## config.mk

```make
export PLATFORM = sky130hd
export DESIGN_NAME = mod53_horner_seq
export DESIGN_NICKNAME = d
export VERILOG_FILES = /design/src/rtl/mod53_pkg.sv /design/src/rtl/mod53_mul11.sv /design/src/rtl/mod53_horner_seq.sv
export SDC_FILE = /design/constraint.sdc
export NUM_CORES = 1
export LEC_CHECK = 0
export ABC_AREA = 1
export CORE_ASPECT_RATIO = 0.6
export CORE_MARGIN = 8
export CORE_UTILIZATION = 51
export DETAILED_ROUTE_END_ITERATION = 10
export PLACE_DENSITY = 0.77
export SLEW_MARGIN = 5
export SYNTH_ARGS = -nofsm -noshare
export SYNTH_HDL_FRONTEND = slang
export SYNTH_SLANG_ARGS = --single-unit
```

## constraint.sdc

```tcl
create_clock -name clk -period 4.1 [get_ports clk]
set_input_delay 1.23 -clock clk [delete_from_list [all_inputs] [get_ports clk]]
set_output_delay 1.23 -clock clk [all_outputs]
set_load 0.03 [all_outputs]
```

## src/rtl/mod53_pkg.sv

```systemverilog
// Shared constants and FSM state type for the mod-53 Horner reducer.
package mod53_pkg;

    localparam int unsigned MOD     = 53;
    localparam int unsigned RES_W   = 6;
    localparam int unsigned CHUNK_W = 6;
    localparam int unsigned MUL64   = 11;   // 64 mod 53

    typedef enum logic [1:0] {
        ST_IDLE = 2'd0,
        ST_RUN  = 2'd1,
        ST_DONE = 2'd2
    } state_t;

endpackage

```

## src/rtl/mod53_mul11.sv

```systemverilog
// Combinational lookup z = (11 * x) mod 53, i.e. a residue shifted left by
// one 6-bit chunk. Codes 53..63 are not valid residues and map to 0.
// Ports: x0..x5 input bits (x0 = LSB), z0..z5 output bits (z0 = LSB).
module mod53_mul11 (
    input  logic x0,
    input  logic x1,
    input  logic x2,
    input  logic x3,
    input  logic x4,
    input  logic x5,
    output logic z0,
    output logic z1,
    output logic z2,
    output logic z3,
    output logic z4,
    output logic z5
);

    logic [5:0] x;
    logic [5:0] z;

    assign x = {x5, x4, x3, x2, x1, x0};
    assign {z5, z4, z3, z2, z1, z0} = z;

    // Table of (11*x) mod 53
    always_comb begin
        z = 6'd0;
        case (x)
            6'd0:  z = 6'd0;
            6'd1:  z = 6'd11;
            6'd2:  z = 6'd22;
            6'd3:  z = 6'd33;
            6'd4:  z = 6'd44;
            6'd5:  z = 6'd2;
            6'd6:  z = 6'd13;
            6'd7:  z = 6'd24;
            6'd8:  z = 6'd35;
            6'd9:  z = 6'd46;
            6'd10: z = 6'd4;
            6'd11: z = 6'd15;
            6'd12: z = 6'd26;
            6'd13: z = 6'd37;
            6'd14: z = 6'd48;
            6'd15: z = 6'd6;
            6'd16: z = 6'd17;
            6'd17: z = 6'd28;
            6'd18: z = 6'd39;
            6'd19: z = 6'd50;
            6'd20: z = 6'd8;
            6'd21: z = 6'd19;
            6'd22: z = 6'd30;
            6'd23: z = 6'd41;
            6'd24: z = 6'd52;
            6'd25: z = 6'd10;
            6'd26: z = 6'd21;
            6'd27: z = 6'd32;
            6'd28: z = 6'd43;
            6'd29: z = 6'd1;
            6'd30: z = 6'd12;
            6'd31: z = 6'd23;
            6'd32: z = 6'd34;
            6'd33: z = 6'd45;
            6'd34: z = 6'd3;
            6'd35: z = 6'd14;
            6'd36: z = 6'd25;
            6'd37: z = 6'd36;
            6'd38: z = 6'd47;
            6'd39: z = 6'd5;
            6'd40: z = 6'd16;
            6'd41: z = 6'd27;
            6'd42: z = 6'd38;
            6'd43: z = 6'd49;
            6'd44: z = 6'd7;
            6'd45: z = 6'd18;
            6'd46: z = 6'd29;
            6'd47: z = 6'd40;
            6'd48: z = 6'd51;
            6'd49: z = 6'd9;
            6'd50: z = 6'd20;
            6'd51: z = 6'd31;
            6'd52: z = 6'd42;
            default: z = 6'd0;
        endcase
    end

endmodule

```

## src/rtl/mod53_horner_seq.sv

```systemverilog
// Sequential mod-53 reducer: walks the operand one 6-bit chunk per cycle,
// MSB first, using r <= (r*64 + chunk) mod 53 with 64 mod 53 = 11.
// Ports: clk, rst_n (async, active-low), flush (sync abort),
//        in_valid/in_ready/in_data operand handshake,
//        out_valid/out_ready/out_data residue handshake, busy (RUN or DONE).
module mod53_horner_seq
    import mod53_pkg::*;
#(
    parameter int unsigned NCHUNK = 4
) (
    input  logic                        clk,
    input  logic                        rst_n,
    input  logic                        flush,
    input  logic                        in_valid,
    output logic                        in_ready,
    input  logic [CHUNK_W*NCHUNK-1:0]   in_data,
    output logic                        out_valid,
    input  logic                        out_ready,
    output logic [RES_W-1:0]            out_data,
    output logic                        busy
);

    localparam int unsigned IN_W  = CHUNK_W * NCHUNK;
    localparam int unsigned CNT_W = (NCHUNK > 1) ? $clog2(NCHUNK) : 1;
    localparam int unsigned SUM_W = RES_W + 1;

    if (NCHUNK < 2 || NCHUNK > 8) begin : g_bad_nchunk
        $error("mod53_horner_seq: NCHUNK must be in 2..8");
    end

    state_t             state_q, state_d;
    logic [IN_W-1:0]    opnd_q, opnd_d;
    logic [RES_W-1:0]   r_q, r_d;
    logic [CNT_W-1:0]   cnt_q, cnt_d;
    logic               in_ready_d, out_valid_d, busy_d;
    logic [RES_W-1:0]   out_data_d;

    logic [RES_W-1:0]   mul_r;
    logic [CHUNK_W-1:0] chunk;
    logic [SUM_W-1:0]   sum;
    logic [SUM_W-1:0]   red1;
    logic [RES_W-1:0]   red2;

    // r * 64 mod 53
    mod53_mul11 u_mul11 (
        .x0 (r_q[0]),
        .x1 (r_q[1]),
        .x2 (r_q[2]),
        .x3 (r_q[3]),
        .x4 (r_q[4]),
        .x5 (r_q[5]),
        .z0 (mul_r[0]),
        .z1 (mul_r[1]),
        .z2 (mul_r[2]),
        .z3 (mul_r[3]),
        .z4 (mul_r[4]),
        .z5 (mul_r[5])
    );

    // Operand is shifted left each RUN cycle, so the current chunk is always on top
    assign chunk = opnd_q[IN_W-1 -: CHUNK_W];

    // Sum peaks at 52 + 63 = 115, so two conditional subtractions suffice
    always_comb begin
        sum  = SUM_W'(mul_r) + SUM_W'(chunk);
        red1 = (sum >= SUM_W'(MOD)) ? (sum - SUM_W'(MOD)) : sum;
        red2 = (red1 >= SUM_W'(MOD)) ? RES_W'(red1 - SUM_W'(MOD)) : RES_W'(red1);
    end

    // Next-state and next-output logic
    always_comb begin
        state_d = state_q;
        opnd_d  = opnd_q;
        r_d     = r_q;
        cnt_d   = cnt_q;

        if (flush) begin
            state_d = ST_IDLE;
            opnd_d  = '0;
            r_d     = '0;
            cnt_d   = '0;
        end else begin
            case (state_q)
                ST_IDLE: begin
                    if (in_valid) begin
                        opnd_d  = in_data;
                        r_d     = '0;
                        cnt_d   = '0;
                        state_d = ST_RUN;
                    end
                end
                ST_RUN: begin
                    r_d    = red2;
                    opnd_d = opnd_q << CHUNK_W;
                    cnt_d  = cnt_q + CNT_W'(1);
                    if (cnt_q == CNT_W'(NCHUNK - 1)) begin
                        state_d = ST_DONE;
                    end
                end
                ST_DONE: begin
                    if (out_ready) begin
                        state_d = ST_IDLE;
                    end
                end
                default: begin
                    state_d = ST_IDLE;
                end
            endcase
        end

        // Outputs are registered from the next state so they track it exactly
        in_ready_d  = (state_d == ST_IDLE);
        busy_d      = (state_d != ST_IDLE);
        out_valid_d = (state_d == ST_DONE);
        out_data_d  = (state_d == ST_DONE) ? r_d : '0;
    end

    // State and output registers
    always_ff @(posedge clk or negedge rst_n) begin
        if (!rst_n) begin
            state_q   <= ST_IDLE;
            opnd_q    <= '0;
            r_q       <= '0;
            cnt_q     <= '0;
            in_ready  <= 1'b1;
            busy      <= 1'b0;
            out_valid <= 1'b0;
            out_data  <= '0;
        end else begin
            state_q   <= state_d;
            opnd_q    <= opnd_d;
            r_q       <= r_d;
            cnt_q     <= cnt_d;
            in_ready  <= in_ready_d;
            busy      <= busy_d;
            out_valid <= out_valid_d;
            out_data  <= out_data_d;
        end
    end

endmodule

```

# --- Word-level counts from Yosys, hierarchy flattened ---
# Memories as Yosys holds them, arrays and structs flattened.
# Cells that the tools add are included.
word_totals:
  in_bits: 29
  mem_count: 1
  output_inout_bits: 9
  mem_bits_ro: 384
  wordCells: 42
  register_bits: 43
op_classes:
  addsub: 4
  n_eq_ne: 5
  n_reduce_logical: 5
  magnitude_cmp: 2
  n_mux: 17
mem_list:
  columns: ["name", "depth", "width", "rd", "rd_ports_with_merged_regs", "write_ports", "line", "source"]
  rows:
  - ["(name not given)", 64, 6, 1, 0, 0, "mod53_mul11.sv:28", "case (x)"]
op_table:
  columns: ["op", "n"]
  rows:
  - ["24-bit 2-to-1 mux", 2]
  - ["24-bit case mux with 2 select lines", 1]
  - ["6-bit 2-to-1 mux", 4]
  - ["7-bit by 6-bit greater-or-equal comparator with 1-bit output (second input constant)", 2]
  - ["2-bit 2-to-1 mux", 6]
  - ["6-bit case mux with 2 select lines", 1]
  - ["6-bit by 6-bit adder with 7-bit output", 1]
  - ["7-bit 2-to-1 mux", 1]
  - ["7-bit by 6-bit subtractor with 7-bit output (second input constant)", 1]
  - ["2-bit equality test (second input constant)", 3]
  - ["2-bit case mux with 3 select lines", 1]
  - ["6-bit subtractor (second input constant)", 1]
  - ["2-bit logical NOT", 2]
  - ["2-bit case mux with 2 select lines", 1]
  - ["3-bit != test (second input constant)", 1]
  - ["3-bit nonzero test", 1]
  - ["2-bit by 1-bit adder with 2-bit output (second input constant)", 1]
  - ["2-bit by 1-bit equality test with 1-bit output (second input constant)", 1]
  - ["2-bit AND reduction", 1]
  - ["2-bit nonzero test", 1]

# --- Logic depth before layout (Yosys ltp) ---
# Gate-level depths: netlist of the first run.
# An unclocked memory read counts as a cell.
depth:
  word_depth: 9
  ltp_mapped: 32
  ltp_nobuf: 32

# --- Hierarchy ---
# From an unflattened synthesis of the first run, not the netlist that was laid out.
unflattened:
  cells_unflattened: 460
  area_unflattened_um2: 3173.0
modules_own_cells:
  columns: ["module", "cells_per_inst", "area_per_inst_um2", "n_inst", "seq_area_each_um2"]
  rows:
  - ["mod53_horner_seq", 305, 2448.6, 1, 1077.3]
  - ["mod53_mul11", 155, 724.4, 1, 0.0]

# --- Worst setup path after synthesis of the first run ---
# No wires, ideal clock.
synth_timing:
  kind: "register to register"
  from: "register r_q[1]"
  to: "register out_data[4]"
  stages_incl_launch_ff: 26
  n_path_buf: 0
  arrival_ns: 3.786
  synth_period_minus_slack_ns: 3.912
  path_slack_ns: 0.188
  required_time_ns: 3.974
  setup_ns: 0.126
  cell_sequence: "dfrtp_1 inv_1 ha_1 or2_2 a21oi_1 a21oi_1 a21oi_1 nor2_1 ha_1 fa_1 inv_1 ha_1 nand2_1 nand3_1 nand3_2 nand3_4 nand2_1 nand2_2 ha_1 o21ai_0 xor2_1 nand2_1 nand3_1 nand2_1 nand2_1 nor2_1"
synth_between:
  elab_chain_cells: 9
  elab_cells_between_ends: 11
  classes_between: "3 x add/sub; 2 x order compare; 5 x mux; 1 x memory"
synth_rtl:
  columns: ["element", "line", "source"]
  rows:
  - ["start: declaration", "mod53_horner_seq.sv:33", "logic [RES_W-1:0] r_q, r_d;"]
  - ["start signal: assignment", "mod53_horner_seq.sv:132", "r_q <= r_d;"]
  - ["memory read 64 x 6 bit (*)", null, null]
  - ["6-bit by 6-bit adder with 7-bit output (*)", "mod53_horner_seq.sv:65", "sum = SUM_W'(mul_r) + SUM_W'(chunk);"]
  - ["7-bit by 6-bit subtractor with 7-bit output or 7-bit by 6-bit greater-or-equal comparator with 1-bit output (tied branches)", "mod53_horner_seq.sv:66", "red1 = (sum >= SUM_W'(MOD)) ? (sum - SUM_W'(MOD)) : sum;"]
  - ["7-bit 2-to-1 mux (*)", "mod53_horner_seq.sv:66", null]
  - ["6-bit subtractor or 7-bit by 6-bit greater-or-equal comparator with 1-bit output (tied branches)", "mod53_horner_seq.sv:67", "red2 = (red1 >= SUM_W'(MOD)) ? RES_W'(red1 - SUM_W'(MOD)) : RES_W'(red1);"]
  - ["6-bit 2-to-1 mux (*)", "mod53_horner_seq.sv:67", null]
  - ["6-bit case mux with 2 select lines (*)", "mod53_horner_seq.sv:83", "case (state_q)"]
  - ["6-bit 2-to-1 mux (*)", "mod53_horner_seq.sv:77", "if (flush) begin"]
  - ["6-bit 2-to-1 mux (*)", "mod53_horner_seq.sv:115", "out_data_d = (state_d == ST_DONE) ? r_d : '0;"]
  - ["via out_data_d[4]", "mod53_horner_seq.sv:36", "logic [RES_W-1:0] out_data_d;"]
  - ["end signal: assignment", "mod53_horner_seq.sv:137", "out_data <= out_data_d;"]
  - ["end: declaration", "mod53_horner_seq.sv:19", "output logic [RES_W-1:0] out_data,"]
# The timed path passes the listed nets; every way through them passes the cells marked *.
# A chain may end at the register's enable or synchronous reset.

# --- Final worst setup path of the first run ---
layout_timing:
  from: "register r_q[0]"
  to: "register out_data[1]"
# Same word-level chain as after synthesis.

==> results of run 1 <==
worst max path at each step:
stage / startpoint / to / slack [ns] / cells past startpoint
final: r_q[0] / out_data[1] / 0.09 / 30
after global routing: r_q[0] / out_data[1] / -0.15 / 30
after CTS: r_q[1] / out_data[4] / 0.03 / 29
after detailed placement: r_q[1] / out_data[4] / 0.07 / 27
after global placement: r_q[1] / out_data[4] / 0.10 / 27
after floorplan: r_q[1] / out_data[4] / 0.19 / 25
metrics by stage:
step / instances / hold slack [ns]
detailed placement: 591 / 0.5000
global route: 610 / 0.5682
finish: 610 / 0.5313
CTS: 599 / 0.5248
global placement: 591 / 0.5028
floorplan: 449 / 0.4602
per-layer routing:
layer / wire (um) / GRT usage [%] / vias up
met2: 4177 / 27.18 / 156
met5: 0 / 0 / -
met3: 1045 / 6.142 / 21
li1: - / - / 1648
met1: 5057 / 32.06 / 1572
met4: 120 / 4.015 / 0
worst max-delay path, delay by kind of cell, from the launching register on:
family	cells	cell delay, ns
adder cells (fa/ha/maj)	5	1.28
buffers and inverters	5	0.47
flip-flops	1	0.39
AND/OR/NAND/NOR	19	1.66
AO/OA/AOI/OAI	1	0.11
state kept, by name, summed over array words and instances, names as in the netlist:
signal and cells:
state_q 2, cnt_q 2, r_q 6, out_valid 1
opnd_q 24, in_ready 1, out_data 6, busy 1
area by class of cell:
class                           instances  area share, %
Multi-Input combinational cell        323          46.88
Timing Repair inverter                  1         0.1719
Sequential cell                        43          24.70
Tap cell                               84          2.407
Timing Repair Buffer                   85          17.42
Clock buffer                            5          1.576
Inverter                               66          5.845
Clock inverter                          3          1.003
cells in the final DEF, fill, tap and decap left out, types with 7 or more instances in the layout:
cell and instances:
nand2_2 16, nor2_2 7, inv_1 54, ha_1 12
nand2_4 7, nand2_1 72, inv_2 8, o22ai_1 12
a21oi_1 21, clkdlybuf4s50_1 36, nand3_1 37, buf_4 41
dfrtp_1 41, o21ai_0 54, nor2_1 26
what timing repair did:
action,in CTS,in global routing
setup buffers,0,10
gates resized for setup,3,60
gates cloned,0,1
pin swaps,2,27
endpoints found under the setup margin,1,12
hold endpoints to repair,0,0
kinds of logic after synthesis:
logic type / synth area share [%]
and+or+nand+nor: 26.17
xor gates and xnor gates: 1.858
buffers and inverters: 9.678
adders and majority gates: 8.362
AOI/OAI and AO/OA: 20.60
DFF: 33.33
==> impl_metrics.toml, run 1 <==
[status]
status = "finished, final reports clean"

[global_route]
grt_max_degree = 44
grt_pass1_wl_um = 15790
grt_pass1_vias = 3139
grt_overflow = 0
antenna_found_initial = 0
grt.total_usage_pct = 20.74

[clock_tree]
clock-sinks = 43
clk_latency_ns = 0.31
htreeDepth = 2
clk_pin_slew_worst_paths_ns = 0.09
cts_buffer_depth = 2
root_buffer = "clkbuf_8"
cts_buffers = 5
cts_tree = "built"
hold_buffers = 0

[yosys]
synth_cells = 449
syn_nets = 499
synth_area_leaders = "dfrtp_1 (33%), nand2_1 (9.2%), o21ai_0 (9.0%), ha_1 (7.7%), inv_1 (6.9%)"
synth_seq_cells = 43
synth_edf_count = 0
synth_largest_area_cell = "dfrtp_1"
avgSynthCellArea_um2 = 7.198
ys_top_cells_by_count = "nand2_1 (79), inv_1 (59), o21ai_0 (58)"
ys.warnings.count = 0
syn_area_um2 = 3232
synthArstFlopShare_pct = 100.0
synth_top_flop_cell = "dfrtp_1"
synth_cell_types = 44
ys_seq_area_share_pct = 33.33
synth.most_common_cell = "nand2_1"
yosysTopAreaCellShare_pct = 32.52

[setup_path]
required_ns = 4.33
reg2reg_from = "r_q[0]"
worst-setup-path-type = "reg2reg"
r2r_cells = 30
worstPathArrival_ns = 4.24
cp-start-kind = "register"
reg2reg_to = "out_data[1]"
slowest_delay_ns = 0.57
r2r_slack_ns = 0.09
cp_slowest_cell = "fa_2"
worstPathMaxFanout = 7
end_kind = "register"
crit_top_cell = "nand2_1"

[timing]
fin_crit_sh_pct = 97.71
drv_slew = 0
fin_crit_ns = 4.006
setup_ws_ns = 0.09373
tns_ns = 0
hold_viol = 0
setup_viol = 0
slew_headroom_pct = 37.09
rsz0062_at_grt = "true"
tightestPinTransition_ns = 0.9436
fmax_ghz = 0.2496
skew_ns = 0.01169

[floorplan]
core_um2 = 6111
die_area_um2 = 9224
die_h_um = 77.66
placementRows = 22
io_pins = 38
initial_core_util_pct = 52.89
fp.dieW_um = 118.8

[min_path]
holdCritPathClass = "reg2reg"
min_path_cells = 1
hold_path_end = "state_q[0]"
min_from = "state_q[0]"

[placed_design]
place_congestion = 0.9167
pre_cts_ws_ns = 0.07399
place_hpwl_um = 7460
io_buffers = 37
postPlaceCellArea_um2 = 3938

[route]
ant_nets = 0
via_per_inst = 5.569
drc = 0
routed_wl_um = 10400
first_iter_violations = 463
vias = 3397
first_pass_iters = 5
wl_per_cell_um = 17.05

[final_layout]
final_core_util_pct = 71.46
drive_above_1_share_pct = 24.90
area_delta_synth_final_pct = 35.11
nNetsFinal = 575
multiInputGateArea_um2 = 2047
n_fill_cell = 505
ff_latch_area_um2 = 1079
final_area_um2 = 4367
num_antenna_cells = 0

[run]
maxCapViolations = 0
Power of run 1 is left out: the tool's default activity adds up to more than one toggle a clock period on the data nets, which glitch-free logic cannot reach.
==> inputs of run 2 (changes only) <==
--- a/config.mk
+++ b/config.mk
@@ -6,10 +6,10 @@
 export NUM_CORES = 1
 export LEC_CHECK = 0
-export ABC_AREA = 1
 export CORE_ASPECT_RATIO = 0.6
 export CORE_MARGIN = 8
-export CORE_UTILIZATION = 51
+export CORE_UTILIZATION = 52
 export DETAILED_ROUTE_END_ITERATION = 10
-export PLACE_DENSITY = 0.77
+export PLACE_DENSITY = 0.78
+export SETUP_SLACK_MARGIN = 0.05
 export SLEW_MARGIN = 5
 export SYNTH_ARGS = -nofsm -noshare
==> constraint.sdc (replaced) <==
create_clock -name clk -period 4.1 [get_ports clk]
set_input_delay 0.41 -clock clk [delete_from_list [all_inputs] [get_ports clk]]
set_output_delay 0.41 -clock clk [all_outputs]
set_load 0.03 [all_outputs]
==> run 2 against run 1 <==
Largest cell class unchanged. Wire length up 36%. Synthesized cell count down 4.7%. Utilization up 14 points. Critical endpoint is now r_q[0]. The flow now finishes with violations (setup timing). Die area up 2.7%. Critical path depth down 8. Worst hold slack worse by 0.29 ns.
==> impl_metrics.toml, run 2 <==
[setup_path]
worst-setup-path-type = "reg2reg"
cp-start-kind = "register"
required_ns = 4.28
end_kind = "register"
cp_top_family = "compound AO/OA/AOI/OAI gates"
slowest_delay_ns = 0.45
crit_chain = "inv_4 -> ha_4 -> buf_4 -> nor2_1 -> buf_4 -> a21oi_1 -> buf_4 -> a211oi_1 -> a31oi_1 -> a21oi_2 -> ha_2 -> a21o_2 -> or2_2 -> mux2i_1 -> nor2_2 -> nor4_2 -> buf_4 -> a31oi_4 -> buf_6 -> xnor2_2 -> a22oi_2 -> nor2_1"
crit_buf_inv = 6
worstPathMaxFanout = 8
crit_top_cell = "buf_4"
worstPathArrival_ns = 4.91
cp_slowest_cell = "dfrtp_2"

[final_layout]
final_cells = 645
top_regs = "opnd_q x24, out_data x6, r_q x6"
layout_commonest_cell = "buf_4"
n_fill_cell = 339
nNetsFinal = 610
area_delta_synth_final_pct = 55.72
largest_reg_flops = 24
layout_common_cells = "buf_4 (108), nand2_1 (61), nor2_1 (52)"
final_area_um2 = 5298
drive_above_1_share_pct = 39.57
largest_register = "opnd_q"
num_antenna_cells = 0

[floorplan]
placementRows = 22
core_um2 = 6221
initial_core_util_pct = 54.69
fp.dieW_um = 120.4
die_h_um = 78.66
die_area_um2 = 9472
io_pins = 38

[timing]
slew_headroom_pct = 25.95
skew_ns = 0.006237
hold_ws_ns = 0.2430
fin_crit_sh_pct = 115.3
setup_viol = 12
fin_crit_ns = 4.727
hold_viol = 0
rsz0062_at_grt = "true"
setup_ws_ns = -0.6267
drv_slew = 0
tightestPinTransition_ns = 1.111
fmax_ghz = 0.2116

[yosys]
ys_top_cells_by_count = "nand2_1 (63), nor2_1 (57), dfrtp_1 (42)"
synthArstFlopShare_pct = 100.0
synth_cells = 428
yosysTopAreaCellShare_pct = 30.89
syn_nets = 478
synth_cell_types = 62
ys_seq_area_share_pct = 31.67
syn_area_um2 = 3402
synth_largest_area_cell = "dfrtp_1"
synth_seq_cells = 43
synth_edf_count = 0
synth_top_flop_cell = "dfrtp_1"
synth.most_common_cell = "nand2_1"
ys.warnings.count = 0
avgSynthCellArea_um2 = 7.949
synth_area_leaders = "dfrtp_1 (31%), ha_1 (7.4%), nand2_1 (7.0%), nor2_1 (6.3%), a21oi_1 (5.6%)"

[route]
routed_wl_um = 14120
ant_nets = 0
drc = 0
first_pass_iters = 5
wl_per_cell_um = 21.90
vias = 4139
first_iter_violations = 612
via_per_inst = 6.417

[clock_tree]
clock-sinks = 43
cts_buffers = 5
htreeDepth = 2
root_buffer = "clkbuf_8"
clk_latency_ns = 0.31
cts_tree = "built"
clk_pin_slew_worst_paths_ns = 0.08
cts_buffer_depth = 2

[global_route]
antenna_found_initial = 0
grt_overflow = 0
use_met1_pct = 35.36
grt_pass1_wl_um = 19250
grt_max_degree = 45
met2_usage_pct = 36.66
grt_busiest_layer = "met2"
grt.total_usage_pct = 24.77
grt_pass1_vias = 3738
gr-usage-met3_pct = 5.571

[placed_design]
dp.cells = 611
io_buffers = 37
place_hpwl_um = 8044
pre_cts_ws_ns = -0.5561
postPlaceCellArea_um2 = 4548
place_congestion = 0.8879

[status]
status = "finished with violations"
violations = "setup timing"

[run]
maxCapViolations = 0

[min_path]
holdCritPathClass = "in2async"
-- run 2: cell count changes after synthesis, moves of 14 or more --
cell / before / now
inv_1: 59 / 14
o21ai_0: 58 / 17
nand3_1: 40 / 11
nor2_1: 32 / 57
a311oi_1: 1 / 18
nand2_1: 79 / 63
a21oi_1: 24 / 38
-- run 2: cell families (layout without fill, tap and decap cells) --
| family | count (synthesis) | in the layout | share of synthesized area [%] |
|---|---|---|---|
| xor gates and xnor gates | 8 | 8 | 2.060 |
| adders and majority gates | 21 | 21 | 7.944 |
| muxes | 5 | 5 | 2.243 |
| buffers and inverters | 42 | 175 | 4.965 |
| AOI/OAI and AO/OA | 130 | 130 | 26.59 |
| and+or+nand+nor | 179 | 179 | 24.53 |
| DFF | 43 | 43 | 31.67 |
-- run 2: metrics by stage --
step	util, %	setup TNS [ns]
2_1_floorplan	-	-2.872
3_3_place_gp	73.11	-4.019
3_5_place_dp	73.11	-5.328
4_1_cts	79.55	-3.092
5_1_grt	85.16	-8.113
6_report	85.16	-6.683
-- run 2: layout make-up --
cell class              count  area, um2  area share, %
multi-input cells         343       2703          51.02
repair buffers            153       1266          23.90
flip-flops and latches     43       1081          20.41
inverters                  14      57.56          1.086
clock buffers               6      72.57          1.370
clock inverters             2      12.51         0.2362
well taps                  84      105.1          1.984
-- run 2: final timing paths --
check / from / end / slack (ns) / cells after the start
setup / recovery: r_q[1] / r_q[0] / -0.63 / 22
hold / removal: rst_n / opnd_q[0] / 0.24 / 1
setup reg to reg: r_q[1] / r_q[0] / -0.63 / 22
hold reg to reg: cnt_q[0] / cnt_q[0] / 0.50 / 1
max in group asynchronous: rst_n / r_q[1] / 3.20 / 1
min in group clk: cnt_q[0] / cnt_q[0] / 0.50 / 1
-- run 2: what timing repair did --
item | 4_1_cts | 5_1_grt
hold buffers | 0 | 0
setup endpoints to repair | 12 | 12
buffers inserted | 13 | 15
gates resized for setup | 39 | 47
gates cloned | 0 | 0
endpoints found under the hold margin | 0 | 0
pin swaps | 17 | 21
-- run 2: worst register-to-register path, stage by stage, from the launching register on --
cell and delay (ns):
dfrtp_2 0.45, inv_4 0.10, ha_4 0.20, buf_4 0.14, nor2_1 0.12, buf_4 0.13
a21oi_1 0.05, buf_4 0.15, a211oi_1 0.27, a31oi_1 0.10, a21oi_2 0.25, ha_2 0.41
a21o_2 0.30, or2_2 0.33, mux2i_1 0.26, nor2_2 0.13, nor4_2 0.38, buf_4 0.19
a31oi_4 0.13, buf_6 0.18, xnor2_2 0.14, a22oi_2 0.15, nor2_1 0.06
-- run 2: per-layer routing --
layer	wire, um	vias up
met4	563	0
met1	6034	1969
met2	6203	292
li1	-	1816
met5	0	-
met3	1322	62
Power of run 2 is left out for the same reason.
